File: src/rtl/midi_msg_sched_if.sv
// Bundle of request-side and serialiser-side signals for midi_msg_sched.
//   req/msg_status/msg_data1/msg_data2 : message sources (byte i at [8i+7:8i])
//   ack/err/grant_id/busy              : per-grant status back to the sources
//   tx_byte/tx_valid/tx_ready          : valid/ready stream to the MIDI serialiser
// The master modport is the environment (sources + serialiser); the slave
// modport is the scheduler itself.
interface midi_msg_sched_if #(
  parameter int N_REQ = 4
);
  logic [N_REQ-1:0]   req;
  logic [8*N_REQ-1:0] msg_status;
  logic [8*N_REQ-1:0] msg_data1;
  logic [8*N_REQ-1:0] msg_data2;
  logic [N_REQ-1:0]   ack;
  logic               err;
  logic [2:0]         grant_id;
  logic               busy;
  logic [7:0]         tx_byte;
  logic               tx_valid;
  logic               tx_ready;

  modport master (
    output req, msg_status, msg_data1, msg_data2, tx_ready,
    input  ack, err, grant_id, busy, tx_byte, tx_valid
  );

  modport slave (
    input  req, msg_status, msg_data1, msg_data2, tx_ready,
    output ack, err, grant_id, busy, tx_byte, tx_valid
  );
endinterface

File: src/rtl/midi_msg_sched.sv
// Round-robin scheduler sharing one MIDI byte serialiser among N_REQ message
// sources, with running-status compression and an idle timeout that
// invalidates the remembered status.
//   clk : system clock
//   rst : asynchronous, active-low reset
//   bus : midi_msg_sched_if.slave (requests in, ack/err/grant_id/busy out,
//         tx_byte/tx_valid out, tx_ready in)
//
// state     | meaning
// ----------+----------------------------------------------------------
// IDLE      | arbitrate; latch, validate and acknowledge the winner
// SEND_STAT | status byte presented on tx_byte
// SEND_D1   | first data byte presented
// SEND_D2   | second data byte presented (3-byte messages only)
module midi_msg_sched #(
  parameter int N_REQ          = 4,
  parameter bit RUNNING_STATUS = 1'b1,
  parameter int RS_TIMEOUT     = 5_000_000
) (
  input logic             clk,
  input logic             rst,
  midi_msg_sched_if.slave bus
);

  localparam logic [22:0] RS_TIMEOUT_C = 23'(RS_TIMEOUT);

  typedef enum logic [1:0] {
    S_IDLE      = 2'd0,
    S_SEND_STAT = 2'd1,
    S_SEND_D1   = 2'd2,
    S_SEND_D2   = 2'd3
  } state_t;

  state_t           state_q, state_d;
  logic [N_REQ-1:0] ack_q, ack_d;
  logic             err_q, err_d;
  logic             busy_q, busy_d;
  logic             tx_valid_q, tx_valid_d;
  logic [7:0]       tx_byte_q, tx_byte_d;
  logic [2:0]       grant_id_q, grant_id_d;
  logic [2:0]       last_grant_q, last_grant_d;
  logic [7:0]       d1_q, d1_d;
  logic [7:0]       d2_q, d2_d;
  logic             len2_q, len2_d;
  logic [7:0]       last_status_q, last_status_d;
  logic             rs_valid_q, rs_valid_d;
  logic [22:0]      idle_cnt_q, idle_cnt_d;

  // Zero-padded copies so the winner can be selected with a 3-bit index
  // regardless of N_REQ.
  logic [7:0]  req_ext;
  logic [63:0] stat_ext, d1_ext, d2_ext;
  logic [3:0]  cand;
  logic        gnt_found;
  logic [2:0]  gnt_idx;
  logic [7:0]  g_status, g_d1, g_d2;
  logic        g_invalid, g_len2, rs_hit, xfer;
  logic [7:0]  ack_ext;

  assign req_ext  = 8'(bus.req);
  assign stat_ext = 64'(bus.msg_status);
  assign d1_ext   = 64'(bus.msg_data1);
  assign d2_ext   = 64'(bus.msg_data2);

  // Rotating priority: first set request strictly after last_grant.
  always_comb begin
    gnt_found = 1'b0;
    gnt_idx   = '0;
    cand      = '0;
    for (int k = 1; k <= N_REQ; k++) begin
      cand = {1'b0, last_grant_q} + 4'(k);
      if (cand >= 4'(N_REQ)) cand = cand - 4'(N_REQ);
      if (!gnt_found && req_ext[cand[2:0]]) begin
        gnt_found = 1'b1;
        gnt_idx   = cand[2:0];
      end
    end
  end

  assign g_status  = stat_ext[{gnt_idx, 3'b000} +: 8];
  assign g_d1      = {1'b0, d1_ext[{gnt_idx, 3'b000} +: 7]};
  assign g_d2      = {1'b0, d2_ext[{gnt_idx, 3'b000} +: 7]};
  assign g_invalid = !g_status[7] || (g_status >= 8'hF0);
  assign g_len2    = (g_status[7:4] == 4'hC) || (g_status[7:4] == 4'hD);
  // rs_valid_q is the pre-clear value, so a grant on the timeout edge still
  // benefits from running status.
  assign rs_hit    = RUNNING_STATUS && rs_valid_q && (g_status == last_status_q);
  assign xfer      = tx_valid_q && bus.tx_ready;
  assign ack_ext   = 8'b1 << gnt_idx;

  always_ff @(posedge clk or negedge rst) begin
    if (!rst) begin
      state_q       <= S_IDLE;
      ack_q         <= '0;
      err_q         <= 1'b0;
      busy_q        <= 1'b0;
      tx_valid_q    <= 1'b0;
      tx_byte_q     <= '0;
      grant_id_q    <= '0;
      last_grant_q  <= 3'(N_REQ - 1);
      d1_q          <= '0;
      d2_q          <= '0;
      len2_q        <= 1'b0;
      last_status_q <= '0;
      rs_valid_q    <= 1'b0;
      idle_cnt_q    <= '0;
    end else begin
      state_q       <= state_d;
      ack_q         <= ack_d;
      err_q         <= err_d;
      busy_q        <= busy_d;
      tx_valid_q    <= tx_valid_d;
      tx_byte_q     <= tx_byte_d;
      grant_id_q    <= grant_id_d;
      last_grant_q  <= last_grant_d;
      d1_q          <= d1_d;
      d2_q          <= d2_d;
      len2_q        <= len2_d;
      last_status_q <= last_status_d;
      rs_valid_q    <= rs_valid_d;
      idle_cnt_q    <= idle_cnt_d;
    end
  end

  always_comb begin
    state_d = state_q;
    unique case (state_q)
      S_IDLE: begin
        if (gnt_found && !g_invalid) state_d = rs_hit ? S_SEND_D1 : S_SEND_STAT;
      end
      S_SEND_STAT: if (xfer) state_d = S_SEND_D1;
      S_SEND_D1:   if (xfer) state_d = len2_q ? S_IDLE : S_SEND_D2;
      S_SEND_D2:   if (xfer) state_d = S_IDLE;
      default:     state_d = S_IDLE;
    endcase
  end

  always_comb begin
    ack_d        = '0;
    err_d        = 1'b0;
    busy_d       = busy_q;
    tx_valid_d   = tx_valid_q;
    tx_byte_d    = tx_byte_q;
    grant_id_d   = grant_id_q;
    last_grant_d = last_grant_q;
    d1_d         = d1_q;
    d2_d         = d2_q;
    len2_d       = len2_q;
    unique case (state_q)
      S_IDLE: begin
        if (gnt_found) begin
          ack_d        = ack_ext[N_REQ-1:0];
          grant_id_d   = gnt_idx;
          last_grant_d = gnt_idx;
          if (g_invalid) begin
            err_d = 1'b1;
          end else begin
            busy_d     = 1'b1;
            tx_valid_d = 1'b1;
            tx_byte_d  = rs_hit ? g_d1 : g_status;
            d1_d       = g_d1;
            d2_d       = g_d2;
            len2_d     = g_len2;
          end
        end
      end
      S_SEND_STAT: if (xfer) tx_byte_d = d1_q;
      S_SEND_D1: begin
        if (xfer) begin
          if (len2_q) begin
            tx_valid_d = 1'b0;
            busy_d     = 1'b0;
          end else begin
            tx_byte_d = d2_q;
          end
        end
      end
      S_SEND_D2: begin
        if (xfer) begin
          tx_valid_d = 1'b0;
          busy_d     = 1'b0;
        end
      end
      default: ;
    endcase
  end

  // Running-status memory and idle timer. A status transfer re-arms
  // rs_valid even if the timer happens to expire on the same edge.
  always_comb begin
    last_status_d = last_status_q;
    rs_valid_d    = rs_valid_q;
    idle_cnt_d    = idle_cnt_q;
    if (xfer) idle_cnt_d = '0;
    else if (idle_cnt_q != RS_TIMEOUT_C) idle_cnt_d = idle_cnt_q + 23'd1;
    if (idle_cnt_q == RS_TIMEOUT_C) rs_valid_d = 1'b0;
    if (state_q == S_SEND_STAT && xfer) begin
      last_status_d = tx_byte_q;
      rs_valid_d    = 1'b1;
    end
  end

  assign bus.ack      = ack_q;
  assign bus.err      = err_q;
  assign bus.grant_id = grant_id_q;
  assign bus.busy     = busy_q;
  assign bus.tx_byte  = tx_byte_q;
  assign bus.tx_valid = tx_valid_q;

endmodule

File: src/flat_wrapper.sv
// flat-port wrapper written by rule: the top's interface ports become plain ports
module midi_msg_sched_flat 
#(
  parameter int N_REQ          = 4,
  parameter bit RUNNING_STATUS = 1'b1,
  parameter int RS_TIMEOUT     = 5_000_000
)
  (clk, rst, bus_req, bus_msg_status, bus_msg_data1, bus_msg_data2, bus_tx_ready, bus_ack, bus_err, bus_grant_id, bus_busy, bus_tx_byte, bus_tx_valid);
  midi_msg_sched_if #(.N_REQ(N_REQ)) bus_i ();
  input logic clk;
  input logic rst;
  input wire logic [$bits(bus_i.req)-1:0] bus_req;
  input wire logic [$bits(bus_i.msg_status)-1:0] bus_msg_status;
  input wire logic [$bits(bus_i.msg_data1)-1:0] bus_msg_data1;
  input wire logic [$bits(bus_i.msg_data2)-1:0] bus_msg_data2;
  input wire logic [$bits(bus_i.tx_ready)-1:0] bus_tx_ready;
  output wire logic [$bits(bus_i.ack)-1:0] bus_ack;
  output wire logic [$bits(bus_i.err)-1:0] bus_err;
  output wire logic [$bits(bus_i.grant_id)-1:0] bus_grant_id;
  output wire logic [$bits(bus_i.busy)-1:0] bus_busy;
  output wire logic [$bits(bus_i.tx_byte)-1:0] bus_tx_byte;
  output wire logic [$bits(bus_i.tx_valid)-1:0] bus_tx_valid;
  assign bus_i.req = bus_req;
  assign bus_i.msg_status = bus_msg_status;
  assign bus_i.msg_data1 = bus_msg_data1;
  assign bus_i.msg_data2 = bus_msg_data2;
  assign bus_i.tx_ready = bus_tx_ready;
  assign bus_ack = bus_i.ack;
  assign bus_err = bus_i.err;
  assign bus_grant_id = bus_i.grant_id;
  assign bus_busy = bus_i.busy;
  assign bus_tx_byte = bus_i.tx_byte;
  assign bus_tx_valid = bus_i.tx_valid;
  midi_msg_sched #(.N_REQ(N_REQ), .RUNNING_STATUS(RUNNING_STATUS), .RS_TIMEOUT(RS_TIMEOUT)) u_core (.clk(clk), .rst(rst), .bus(bus_i));
endmodule
File: config.mk
export PLATFORM = sky130hd
export DESIGN_NAME = midi_msg_sched_flat
export DESIGN_NICKNAME = d
export VERILOG_FILES = /design/src/rtl/midi_msg_sched_if.sv /design/src/rtl/midi_msg_sched.sv /design/src/flat_wrapper.sv
export SDC_FILE = /design/constraint.sdc
export NUM_CORES = 1
export LEC_CHECK = 0
export ABC_CLOCK_PERIOD_IN_PS = 5900
export BUFFER_PORTS_ARGS = -buffer_cell sky130_fd_sc_hd__buf_2
export CAP_MARGIN = 10
export CORE_MARGIN = 4
export CORE_UTILIZATION = 55
export CTS_BUF_LIST = sky130_fd_sc_hd__clkbuf_8 sky130_fd_sc_hd__clkbuf_16
export CTS_CLUSTER_DIAMETER = 100
export DETAILED_ROUTE_END_ITERATION = 10
export PLACE_DENSITY = 0.93
export SLEW_MARGIN = 15
export SYNTH_ARGS = -nofsm -noshare
export SYNTH_HDL_FRONTEND = slang
export SYNTH_SLANG_ARGS = --single-unit
File: constraint.sdc
create_clock -name clk -period 5.9 [get_ports clk]
set_input_delay 0 -clock clk [delete_from_list [all_inputs] [get_ports clk]]
set_output_delay 0 -clock clk [all_outputs]
set_load 0.03 [all_outputs]
### Word-level counts from Yosys, hierarchy flattened

Index checks and enable logic that the tools add are counted.
Widths: inputs -> output; s select.

* $add $sub $neg: 9
* multipliers: 0
* div/mod/pow operators: 0
* order comparisons: 9
* equality and inequality tests: 16
* shift-type cells: 4
* muxes and demuxes: 49
* bitwise operators: 1
* reduce and logical (&&, ||, !) cells: 24

Operators by type and width (number)
* $shiftx 64x7->7: 2
* $shiftx 64x7->8: 1
* $mux 8: 6
* $mux 23: 2
* $mux 3: 8
* $pmux 8 s3: 1
* $add 23x1->23 const B: 1
* $eq 23x23->1 const B: 1
* $ne 23x23->1 const B: 1
* $mux 1: 18
* $ge 4x3->1 const B: 4
* $lt 3x4->1 const B: 4
* $bmux 1 s3: 4
* $mux 2: 6
* $ne 2x1->1 const B: 6
* $reduce_and 6->1: 2
* $sub 3x3->3 const B: 4
* $add 3x2->4 const B: 2
* $eq 4x4->1 const B: 2
* $eq 8x8->1: 1
* $ge 8x8->1 const B: 1
* $mux 4: 2
* $pmux 2 s4: 1
* $logic_and 1x1->1: 7
* 16 further kinds: 25

* register bits: 69
* bits in latches: 0
* memory bits (writable): 0
* bits in read-only memories: 0
* input port bits: 103
* output and inout port bits: 18
* word-level logic and storage cells: 125
* memories kept: 0

### Longest topological paths before layout

Gate-level depths: netlist of run 1.

* depth after elaboration: 22
* depth in mapped cells: 18
* depth with buffers taken out: 12

### Worst setup path after synthesis of run 1

Ideal clock, no wire load.

* path type: reg2reg
* start: reg u_core.last_grant_q[0]
* end: reg u_core.tx_byte_q[5], in the netlist u_core.bus.tx_byte[5]
* library setup time: 0.120 ns
* arrival: 3.993 ns
* data required time: 5.780 ns
* setup slack: 1.787 ns
* stages on the path, launching flop included: 17
* buffers on the path: 4
* clock period less this slack: 4.113 ns
* cells stage by stage: dfstp_2 buf_6 buf_6 inv_1 clkbuf_1 ha_1 buf_6 mux4_2 o21a_2 a211oi_4 or4_1 o2111ai_2 nor3_2 o31ai_4 nand3_4 or2_1 o211a_1

* cells in the longest elaborated chain, start to end: 22
* elaborated cells between the ends (all ways): 52
* those cells by class: add/sub (8); order compare (5); eq/ne (3); shift (2); mux (24); reduce/logical (10)

RTL lines
* start, declared: RTL line midi_msg_sched.sv:41 `logic [2:0] last_grant_q, last_grant_d;`
* start signal, assigned: RTL line midi_msg_sched.sv:100 `last_grant_q <= 3'(N_REQ - 1);`
* start signal, assigned: RTL line midi_msg_sched.sv:115 `last_grant_q <= last_grant_d;`
* branches (longest 22 deep; another with $add 3x1->4)
* end signal, assigned: RTL line midi_msg_sched.sv:113 `tx_byte_q <= tx_byte_d;`
* end, declared: RTL line midi_msg_sched.sv:39 `logic [7:0] tx_byte_q, tx_byte_d;`

Parallel ways; which one is timed is not known. The select of a mux whose other input is x is not followed.
A chain may end at the register's enable or synchronous reset.

### Worst setup path in the final report of run 1

* start: reg u_core.last_grant_q[1]
* end: reg u_core.tx_byte_q[3], in the netlist u_core.bus.tx_byte[3]

Same word-level chain as after synthesis.

==> results of run 1 <==
## timing repair
item                                   CTS  global route
hold buffers                             2             0
resized for setup                        0             0
endpoints found under the hold margin   67             0
## cell usage after synthesis (4+ instances only)
| cell | instances | share of area [%] |
|---|---|---|
| nand4_1 | 8 | 1.0 |
| a221o_1 | 5 | 1.0 |
| a31o_2 | 5 | 0.88 |
| a22oi_1 | 7 | 1.1 |
| mux2_2 | 21 | 4.7 |
| a22o_1 | 4 | 0.70 |
| nor4_1 | 4 | 0.50 |
| buf_6 | 5 | 1.1 |
| ha_1 | 8 | 2.0 |
| mux2i_1 | 11 | 2.2 |
| nand3_1 | 15 | 1.5 |
| and3_1 | 13 | 1.6 |
| dfrtp_1 | 66 | 33 |
| buf_1 | 5 | 0.38 |
| xnor2_1 | 6 | 1.1 |
| xor2_1 | 16 | 2.8 |
| buf_2 | 5 | 0.50 |
| clkbuf_1 | 15 | 1.1 |
| nand2b_1 | 6 | 0.75 |
| nor3_1 | 31 | 3.1 |
| or3_1 | 7 | 0.88 |
| nor2_1 | 47 | 3.5 |
| a31oi_1 | 11 | 1.4 |
| inv_1 | 17 | 1.3 |
| o21ai_0 | 21 | 2.1 |
| a21oi_1 | 28 | 2.8 |
| and2_1 | 4 | 0.50 |
| a21o_1 | 5 | 0.75 |
| nand2_1 | 100 | 7.5 |
## power by group through the flow
stage	Combinational [mW]	Clock [mW]	Sequential, mW
after floorplan	0.103	0	0.475
after global placement	0.167	0	0.475
after detailed placement	0.172	0	0.475
after CTS	0.174	0.410	0.466
after global routing	0.192	0.429	0.466
final	0.176	0.407	0.466
## flip-flops by register name, summed over array words and instances (netlist names)
name,count
u_core.idle_cnt_q,23
u_core.bus.tx_byte,8
u_core.last_status_q,8
u_core.d1_q,7
u_core.d2_q,7
u_core.bus.ack,4
u_core.bus.grant_id,3
u_core.last_grant_q,2
u_core.state_q,2
u_core.bus.busy,1
u_core.bus.err,1
u_core.len2_q,1
u_core.rs_valid_q,1
## worst max-delay path: stages (launching register included)
cell and delay, ns:
dfstp_2 0.66, inv_1 0.09, ha_1 0.48, mux4_2 0.68
o21ai_2 0.18, o211ai_2 0.21, nand3_2 0.19, buf_4 0.32
mux2_2 0.40, xor2_1 0.15, nor3_1 0.19, o2111a_1 0.50
or3b_1 0.41, o211a_1 0.12
## area by class of cell
| type | instances | area, um^2 | area share, % |
|---|---|---|---|
| multi-input combinational | 461 | 3055 | 52.67 |
| sequential | 68 | 1704 | 29.38 |
| timing repair buffer | 121 | 633.1 | 10.91 |
| tap | 108 | 135.1 | 2.330 |
| clock buffer | 9 | 123.9 | 2.135 |
| clock inverter | 6 | 81.33 | 1.402 |
| inverter | 18 | 67.56 | 1.165 |
## per-layer routing
layer  up-vias  GRT usage, %  share of wire [%]
li1       2303             -                  -
met1      2327         32.73                 41
met2       223         42.97                 49
met3        39         4.091                7.4
met4         0         11.45                2.8
met5         -             0                  0
## logic make-up (layout without fill, tap and decap cells)
family,after synthesis,after routing,share of synthesized area (%)
xor+xnor,22,22,3.864
flops,68,68,34.18
fa+ha+maj,8,8,2.008
simple gates,258,258,24.87
mux,36,36,8.356
compound gates,137,137,22.08
buf+inv,49,154,4.642
## cell usage in the layout (no fill, tap or decap), types with 4 or more instances in the layout
cell and n:
a22oi_1 7, nor3_1 30, a21o_1 5, a31o_2 5, and3_1 13, a31oi_1 11
ha_1 8, nand4_1 8, a221o_1 5, o21ai_0 21, dfrtp_1 66, xor2_1 16
a21oi_1 28, or3_1 7, inv_1 18, buf_4 7, and2_1 4, xnor2_1 6
nand3_1 15, nand2b_1 6, a22o_1 4, clkbuf_8 9, mux2i_1 11, mux2_2 21
buf_2 112, nor2_1 47, nand2_1 100, nor4_1 4
## final timing paths
kind	start	depth (start not counted)	end	slack [ns]
worst min-delay path	bus_msg_data2[30]	5	u_core.d2_q[6]	0.03
min in group asynchronous	rst	3	u_core.idle_cnt_q[21]	0.37
worst max register to register	u_core.last_grant_q[1]	13	u_core.bus.tx_byte[3]	1.19
max in group asynchronous	rst	3	u_core.d1_q[3]	4.98
worst max-delay path	u_core.last_grant_q[1]	13	u_core.bus.tx_byte[3]	1.19
worst min register to register	u_core.d1_q[6]	2	u_core.d1_q[6]	0.49
==> flow_metrics.tcl, run 1 <==
set metrics [dict create \
    status "finished, final reports clean" \
    port_buffers 112 \
    grt_pass1_vias 4679 \
    avgRoutedWirePerCell_um 17.15 \
    synth_cells 578 \
    rsz0062_at_grt "false" \
    start_kind "register" \
    clock_skew_ns 0.01099 \
    p_int_mw 0.7717 \
    grt_use_total_pct 25.63 \
    avgViaCountPerCell 6.185 \
    worst_slack_ns 1.195 \
    p_leak_nw 2.801 \
    fmax_mhz 212.5 \
    layout_min_cycle_time_ns 4.705 \
    maxCapViolCount 0 \
    worst_pin_slew_ns 0.8621 \
    p_per_area_nw_per_um2 180.9 \
    fin_setup_tns_ns 0 \
    postCtsSetupRepairBufs 0 \
    drtAntennaViolNets 0 \
    switchingPower_mw 0.2774 \
    instances_no_fill 791 \
    syn_area_per_cell_um2 8.626 \
    clk_path_buf_depth 2 \
    ys_ff_latch 68 \
    syn_area_um2 4986 \
    coreArea_um2 8763 \
    dp_cells 774 \
    pin_count 121 \
    hold_ws_ns 0.02644 \
    drt-total-wl_um 13560 \
    worst_ep_required_time_ns 6.14 \
    cp.arrival_ns 4.94 \
    dp_slack_ns 1.303 \
    cts_max_level 3 \
    drive_above_1_share_pct 27.96 \
    synth_fp_nets 689 \
    antenna_cells 0 \
    firstDrtPassIters 5 \
    hpwl_um 10300 \
    numCtsBuffers 9 \
    cts-root-buf "clkbuf_8" \
    ir_drop_mv 0.1781 \
    end_kind "register" \
    cts_tree "built" \
    finalCritPeriodShare_pct 79.75 \
    placed_area_um2 5575 \
    antenna_found_initial 0 \
    num_vias 4892 \
    grt_start_max_net_pins 69 \
    p_seq_share_pct 44.4 \
    maxSlewViolCount 0 \
    synthArstFlopShare_pct 100.0 \
    setup_viol 0 \
    drc_errors 0 \
    place_congestion 0.9966 \
    final_util_pct 66.19 \
    combPwrFrac_pct 16.8 \
    fp.dieW_um 103.2 \
    syn2layout_area_growth_pct 16.34 \
    die_h_um 103.2 \
    start_util_pct 56.90 \
    ys.warnings.count 0 \
    overflow 0 \
    clock_latency_ns 0.36 \
    synth.distinct_cells 86 \
    critPathKind "reg2reg" \
    finalPower_mw 1.049 \
    power_switching_share_pct 26.44 \
    cts.sinks 68 \
    timing.slew.headroom_pct 42.53 \
    grt_pass1_wl_um 21670 \
    synth_edf_count 0 \
    critPathMaxFanout 30 \
    clkTransAtPathRegs_ns 0.07 \
    hp-class "in2reg" \
    ys_seq_area_share_pct 34.18 \
    die-area_um2 10650 \
    rows 34 \
    nets 790 \
    final_area_um2 5801 \
    drt_iter0_markers 293 \
    fillers 668 \
    ys.flop_type "dfrtp_1" \
    hold_violations 0 \
    p_clk_share_pct 38.8 \
]
Note: power is estimated with default switching activity, not from simulation.
==> inputs of run 2 (changes only) <==
--- a/config.mk
+++ b/config.mk
@@ -5,15 +5,15 @@
 export SDC_FILE = /design/constraint.sdc
 export NUM_CORES = 1
 export LEC_CHECK = 0
-export ABC_CLOCK_PERIOD_IN_PS = 5900
+export ABC_CLOCK_PERIOD_IN_PS = 4300
 export BUFFER_PORTS_ARGS = -buffer_cell sky130_fd_sc_hd__buf_2
 export CAP_MARGIN = 10
 export CORE_MARGIN = 4
-export CORE_UTILIZATION = 55
+export CORE_UTILIZATION = 49
 export CTS_BUF_LIST = sky130_fd_sc_hd__clkbuf_8 sky130_fd_sc_hd__clkbuf_16
 export CTS_CLUSTER_DIAMETER = 100
 export DETAILED_ROUTE_END_ITERATION = 10
-export PLACE_DENSITY = 0.93
+export PLACE_DENSITY = 0.88
 export SLEW_MARGIN = 15
 export SYNTH_ARGS = -nofsm -noshare
 export SYNTH_HDL_FRONTEND = slang
==> constraint.sdc (replaced) <==
create_clock -name clk -period 4.3 [get_ports clk]
set_input_delay 0 -clock clk [delete_from_list [all_inputs] [get_ports clk]]
set_output_delay 0 -clock clk [all_outputs]
set_load 0.03 [all_outputs]
==> flow_metrics.tcl, run 2 (same netlist as run 1, synthesis figures left out) <==
set metrics [dict create \
    die-area_um2 11850 \
    pin_count 121 \
    firstDrtPassIters 7 \
    fmax_mhz 248.8 \
    crit_family "compound AO/OA/AOI/OAI gates" \
    register_area_um2 1704 \
    worst-path-buf-inv 1 \
    fp.dieW_um 108.9 \
    rows 36 \
    cts_max_level 3 \
    nets 795 \
    grt_use_total_pct 24.30 \
    startpoint "u_core.last_grant_q[1]" \
    critical-path-slowest-cell "mux4_2" \
    start_util_pct 50.78 \
    r2r_start "u_core.last_grant_q[1]" \
    num_vias 4883 \
    antenna_cells 0 \
    clock_skew_ns 0.004613 \
    critPathKind "reg2reg" \
    drc_errors 0 \
    grt_pass1_wl_um 23090 \
    path_cells "inv_1 > ha_1 > mux4_2 > o211ai_4 > nand3_2 > o21ai_1 > o31ai_2 > o31ai_4 > nand3_4 > or2_1 > o211a_1" \
    finalPower_mw 1.326 \
    cts.sinks 68 \
    ir_drop_mv 0.1314 \
    p_leak_nw 2.824 \
    hp-class "in2reg" \
    end_kind "register" \
    layout_min_cycle_time_ns 4.020 \
    place_congestion 1.022 \
    hold_start "bus_msg_data2[24]" \
    cp.arrival_ns 4.26 \
    clk_path_buf_depth 2 \
    p_per_area_nw_per_um2 227.7 \
    maxSlewViolCount 0 \
    clkTransAtPathRegs_ns 0.07 \
    avgRoutedWirePerCell_um 16.95 \
    cts-root-buf "clkbuf_8" \
    postCtsSetupRepairBufs 0 \
    clock_latency_ns 0.35 \
    maxCapViolCount 0 \
    grt_pass1_vias 4818 \
    cts_tree "built" \
    fin_setup_tns_ns 0 \
    timing.slew.headroom_pct 43.35 \
    worst_pin_slew_ns 0.8498 \
    setup_viol 0 \
    fillers 870 \
    hpwl_um 10770 \
    drt-total-wl_um 13930 \
    critPathMaxFanout 10 \
    drt_iter0_markers 447 \
    die_h_um 108.9 \
    drive_above_1_share_pct 28.01 \
    regMostFlops "u_core.idle_cnt_q" \
    worst_ep_required_time_ns 4.54 \
    cp_slowest_stage_delay_ns 0.64 \
    antenna_found_initial 0 \
    status "finished, final reports clean" \
    final_common_cell "buf_2" \
    syn2layout_area_growth_pct 16.84 \
    coreArea_um2 9819 \
    largest_reg_flops 23 \
    avgViaCountPerCell 5.940 \
    numCtsBuffers 9 \
    grt_start_max_net_pins 69 \
    finalCritPeriodShare_pct 93.48 \
    overflow 0 \
    start_kind "register" \
    final_cell_mix "112 x buf_2, 100 x nand2_1, 66 x dfrtp_1" \
    port_buffers 112 \
    rsz0062_at_grt "false" \
    drtAntennaViolNets 0 \
    hold_violations 0 \
    multi_input_area_um2 3057 \
]
[run 2: changes by cell type in the layout (fill, tap and decap cells not counted)]
cell | previous run | this run
and2_1 | 4 | 3
clkbuf_8 | 9 | 10
and2_2 | 0 | 1
clkinv_2 | 2 | 0
buf_4 | 7 | 12
inv_1 | 18 | 23
bufinv_16 | 2 | 0
clkinvlp_4 | 1 | 0
[run 2: area by class of cell]
class                           count  share of cell area, %
Tap cell                          133                  2.857
Sequential cell                    68                  29.25
Clock buffer                       10                  2.363
Clock inverter                      6                 0.3866
Multi-Input combinational cell    461                  52.47
Timing Repair Buffer              126                  11.51
Inverter                           18                  1.160
[run 2: metal layers]
layer | vias up | GRT usage (%) | routed length (um)
met4 | 0 | 9.468 | 354
li1 | 2313 | - | -
met3 | 33 | 3.908 | 990
met1 | 2320 | 30.16 | 5645
met5 | - | 0 | 0
met2 | 217 | 42.19 | 6943
[run 2: final timing paths]
kind	slack, ns	cells past startpoint	to
worst max-delay path	0.28	11	u_core.bus.tx_byte[5]
worst min-delay path	0.03	5	u_core.d2_q[0]
worst max register to register	0.28	11	u_core.bus.tx_byte[5]
worst min register to register	0.48	2	u_core.d2_q[3]
max in group asynchronous	3.37	3	u_core.d2_q[0]
min in group asynchronous	0.37	3	u_core.idle_cnt_q[19]
[run 2: per-stage QoR]
| stage | worst slack [ns] | util [%] | instance area [um^2] | hold slack, ns | cells |
|---|---|---|---|---|---|
| after detailed placement | 0.2730 | 57.48 | 5644 | 0.2474 | 804 |
| after floorplan | 0.1868 | - | 4986 | -0.2956 | 578 |
| after global placement | 0.4700 | 57.48 | 5644 | 0.2222 | 804 |
| final | 0.2803 | 59.33 | 5826 | 0.03482 | 822 |
| after CTS | 0.2407 | 59.31 | 5824 | 0.02444 | 822 |
| after global routing | 0.1069 | 59.33 | 5826 | 0.06673 | 822 |
[run 2: where the power goes]
| group | switching, mW | leakage, nW | internal (mW) |
|---|---|---|---|
| Sequential | 0.0000422 | 0.894 | 0.640 |
| Combinational | 0.144 | 1.83 | 0.102 |
| Clock | 0.228 | 0.104 | 0.213 |
[run 2: tightest hold or removal path, stage by stage]
cell and delay [ns]:
buf_2 0.07, nand2_1 0.04, nand2_1 0.05, a21oi_1 0.06, o21ai_0 0.13
[run 2: what timing repair did]
action | in CTS | in global routing
hold endpoints to repair | 67 | 0
gates resized for setup | 0 | 1
hold buffers | 2 | 0
setup endpoints to repair | 0 | 1
==> inputs of run 3 (changes only) <==
--- a/config.mk
+++ b/config.mk
@@ -9,11 +9,12 @@
 export BUFFER_PORTS_ARGS = -buffer_cell sky130_fd_sc_hd__buf_2
 export CAP_MARGIN = 10
 export CORE_MARGIN = 4
-export CORE_UTILIZATION = 49
+export CORE_UTILIZATION = 35
 export CTS_BUF_LIST = sky130_fd_sc_hd__clkbuf_8 sky130_fd_sc_hd__clkbuf_16
 export CTS_CLUSTER_DIAMETER = 100
+export CTS_CLUSTER_SIZE = 40
 export DETAILED_ROUTE_END_ITERATION = 10
-export PLACE_DENSITY = 0.88
+export PLACE_DENSITY_LB_ADDON = 0.12
 export SLEW_MARGIN = 15
 export SYNTH_ARGS = -nofsm -noshare
 export SYNTH_HDL_FRONTEND = slang
==> flow_metrics.tcl, run 3 (same netlist as run 1, synthesis figures left out) <==
set metrics [dict create \
    worst_ep_required_time_ns 4.52 \
    fin_setup_tns_ns 0 \
    avgRoutedWirePerCell_um 16.50 \
    path_cells "inv_1 > ha_1 > mux4_2 > o21ai_2 > o32ai_2 > o21ai_4 > and2_4 > a41oi_4 > o31ai_4 > nand3_4 > or2_1 > o211a_1" \
    end_kind "register" \
    regMostFlops "u_core.idle_cnt_q" \
    final_common_cell "buf_2" \
    worst_pin_slew_ns 0.9132 \
    route.met2.wl_um 6758 \
    drt_iter0_markers 322 \
    r2r_start "u_core.last_grant_q[1]" \
    min_to "u_core.d2_q[3]" \
    hold_violations 0 \
    clock_latency_ns 0.34 \
    rows 43 \
    numCtsBuffers 9 \
    hold_start "bus_msg_data2[27]" \
    hold_depth 5 \
    critPathKind "reg2reg" \
    cts.sinks 68 \
    hpwl_um 11220 \
    die-area_um2 16220 \
    maxCapViolCount 0 \
    cts-root-buf "clkbuf_16" \
    cp_slowest_stage_delay_ns 0.63 \
    final_area_um2 6060 \
    coreArea_um2 13930 \
    fmax_mhz 251.0 \
    setup_viol 0 \
    grt_use_total_pct 18.09 \
    cp.arrival_ns 4.20 \
    nets 797 \
    ff2ff_path_depth 12 \
    die_h_um 127.4 \
    drive_above_1_share_pct 29.23 \
    p_leak_nw 2.878 \
    final_cell_mix "112 x buf_2, 100 x nand2_1, 66 x dfrtp_1" \
    grt_pass1_vias 4572 \
    firstDrtPassIters 5 \
    drtAntennaViolNets 0 \
    hp-class "in2reg" \
    antenna_found_initial 0 \
    syn2layout_area_growth_pct 21.53 \
    finalPower_mw 1.649 \
    ff2ff_setup_slack_ns 0.32 \
    r2r_end "u_core.bus.tx_byte[5]" \
    drt-total-wl_um 14370 \
    fillers 1386 \
    critPathMaxFanout 22 \
    cts_max_level 3 \
    avgViaCountPerCell 5.448 \
    num_vias 4745 \
    placed_area_um2 5718 \
    critical-path-slowest-cell "mux4_2" \
    status "finished, final reports clean" \
    clock_skew_ns 0.007771 \
    finalCritPeriodShare_pct 92.64 \
    grt_pass1_wl_um 23740 \
    drc_errors 0 \
    clk_path_buf_depth 2 \
    dr_wl_met3_um 835 \
    pin_count 121 \
    antenna_cells 0 \
    port_buffers 112 \
    grt_start_max_net_pins 69 \
    fp.dieW_um 127.4 \
    maxSlewViolCount 0 \
    largest_reg_flops 23 \
    layout_min_cycle_time_ns 3.984 \
    place_congestion 0.8760 \
    clkTransAtPathRegs_ns 0.05 \
    ir_drop_mv 0.1281 \
    cts_tree "built" \
    route.layer.met1.wl_um 6500 \
    overflow 0 \
    start_util_pct 35.78 \
    top_layer "met4" \
    timing.slew.headroom_pct 39.12 \
    rsz0062_at_grt "false" \
    start_kind "register" \
    p_per_area_nw_per_um2 272.2 \
]
[run 3: area by class of cell]
class                           count  area, um^2  share of cell area, %
Sequential cell                    68        1704                  28.12
Clock buffer                       12       266.5                  4.398
Inverter                           18       67.56                  1.115
Timing Repair Buffer              128       685.7                  11.32
Multi-Input combinational cell    461        3062                  50.53
Tap cell                          180       225.2                  3.717
Clock inverter                      4       48.80                 0.8053
[run 3: power breakdown]
part	internal, mW	total, mW	switching [mW]	leakage, nW
clock network	0.494	0.764	0.270	0.152
logic	0.103	0.245	0.142	1.83
registers	0.640	0.640	0.0000380	0.894
total	1.24	1.65	0.412	2.88
[run 3: repair_timing]
item	in CTS	in global routing
setup endpoints to repair	0	7
hold buffers	2	0
buffers inserted	0	0
resized for setup	0	3
endpoints found under the hold margin	67	0
[run 3: per-stage QoR]
step | util (%) | setup slack [ns] | hold WS [ns] | std cells
6_report | 43.49 | 0.3163 | 0.05470 | 871
5_1_grt | 43.49 | 0.01159 | 0.07093 | 871
4_1_cts | 43.44 | 0.1805 | 0.04875 | 871
3_5_place_dp | 41.03 | 0.2164 | 0.2631 | 853
3_3_place_gp | 41.03 | 0.2685 | 0.2492 | 853
2_1_floorplan | - | 0.1868 | -0.2956 | 578
[run 3: how the worst max path moves through the flow]
stage | startpoint | to | slack [ns]
after detailed placement | u_core.last_grant_q[1] | u_core.bus.tx_byte[6] | 0.22
after floorplan | u_core.last_grant_q[0] | u_core.bus.tx_byte[5] | 0.19
after global routing | u_core.last_grant_q[0] | u_core.bus.tx_byte[5] | 0.01
after CTS | u_core.last_grant_q[1] | u_core.bus.tx_byte[6] | 0.18
final | u_core.last_grant_q[1] | u_core.bus.tx_byte[5] | 0.32
after global placement | u_core.last_grant_q[0] | u_core.bus.tx_byte[0] | 0.27
[run 3: metal layers]
layer / GRT usage [%] / vias to the layer above
met4: 5.678 / 0
met3: 3.303 / 20
met2: 29.08 / 140
li1: - / 2320
met1: 24.76 / 2265
met5: 0 / -
[run 3: worst max-delay path, delay by kind of cell, from the launching register on]
| family | cells | cell delay [ns] |
|---|---|---|
| AO/OA/AOI/OAI | 6 | 1.46 |
| multiplexers | 1 | 0.63 |
| flip-flops | 1 | 0.53 |
| adder cells (fa/ha/maj) | 1 | 0.31 |
| AND/OR/NAND/NOR | 3 | 0.88 |
| buffers and inverters | 1 | 0.05 |
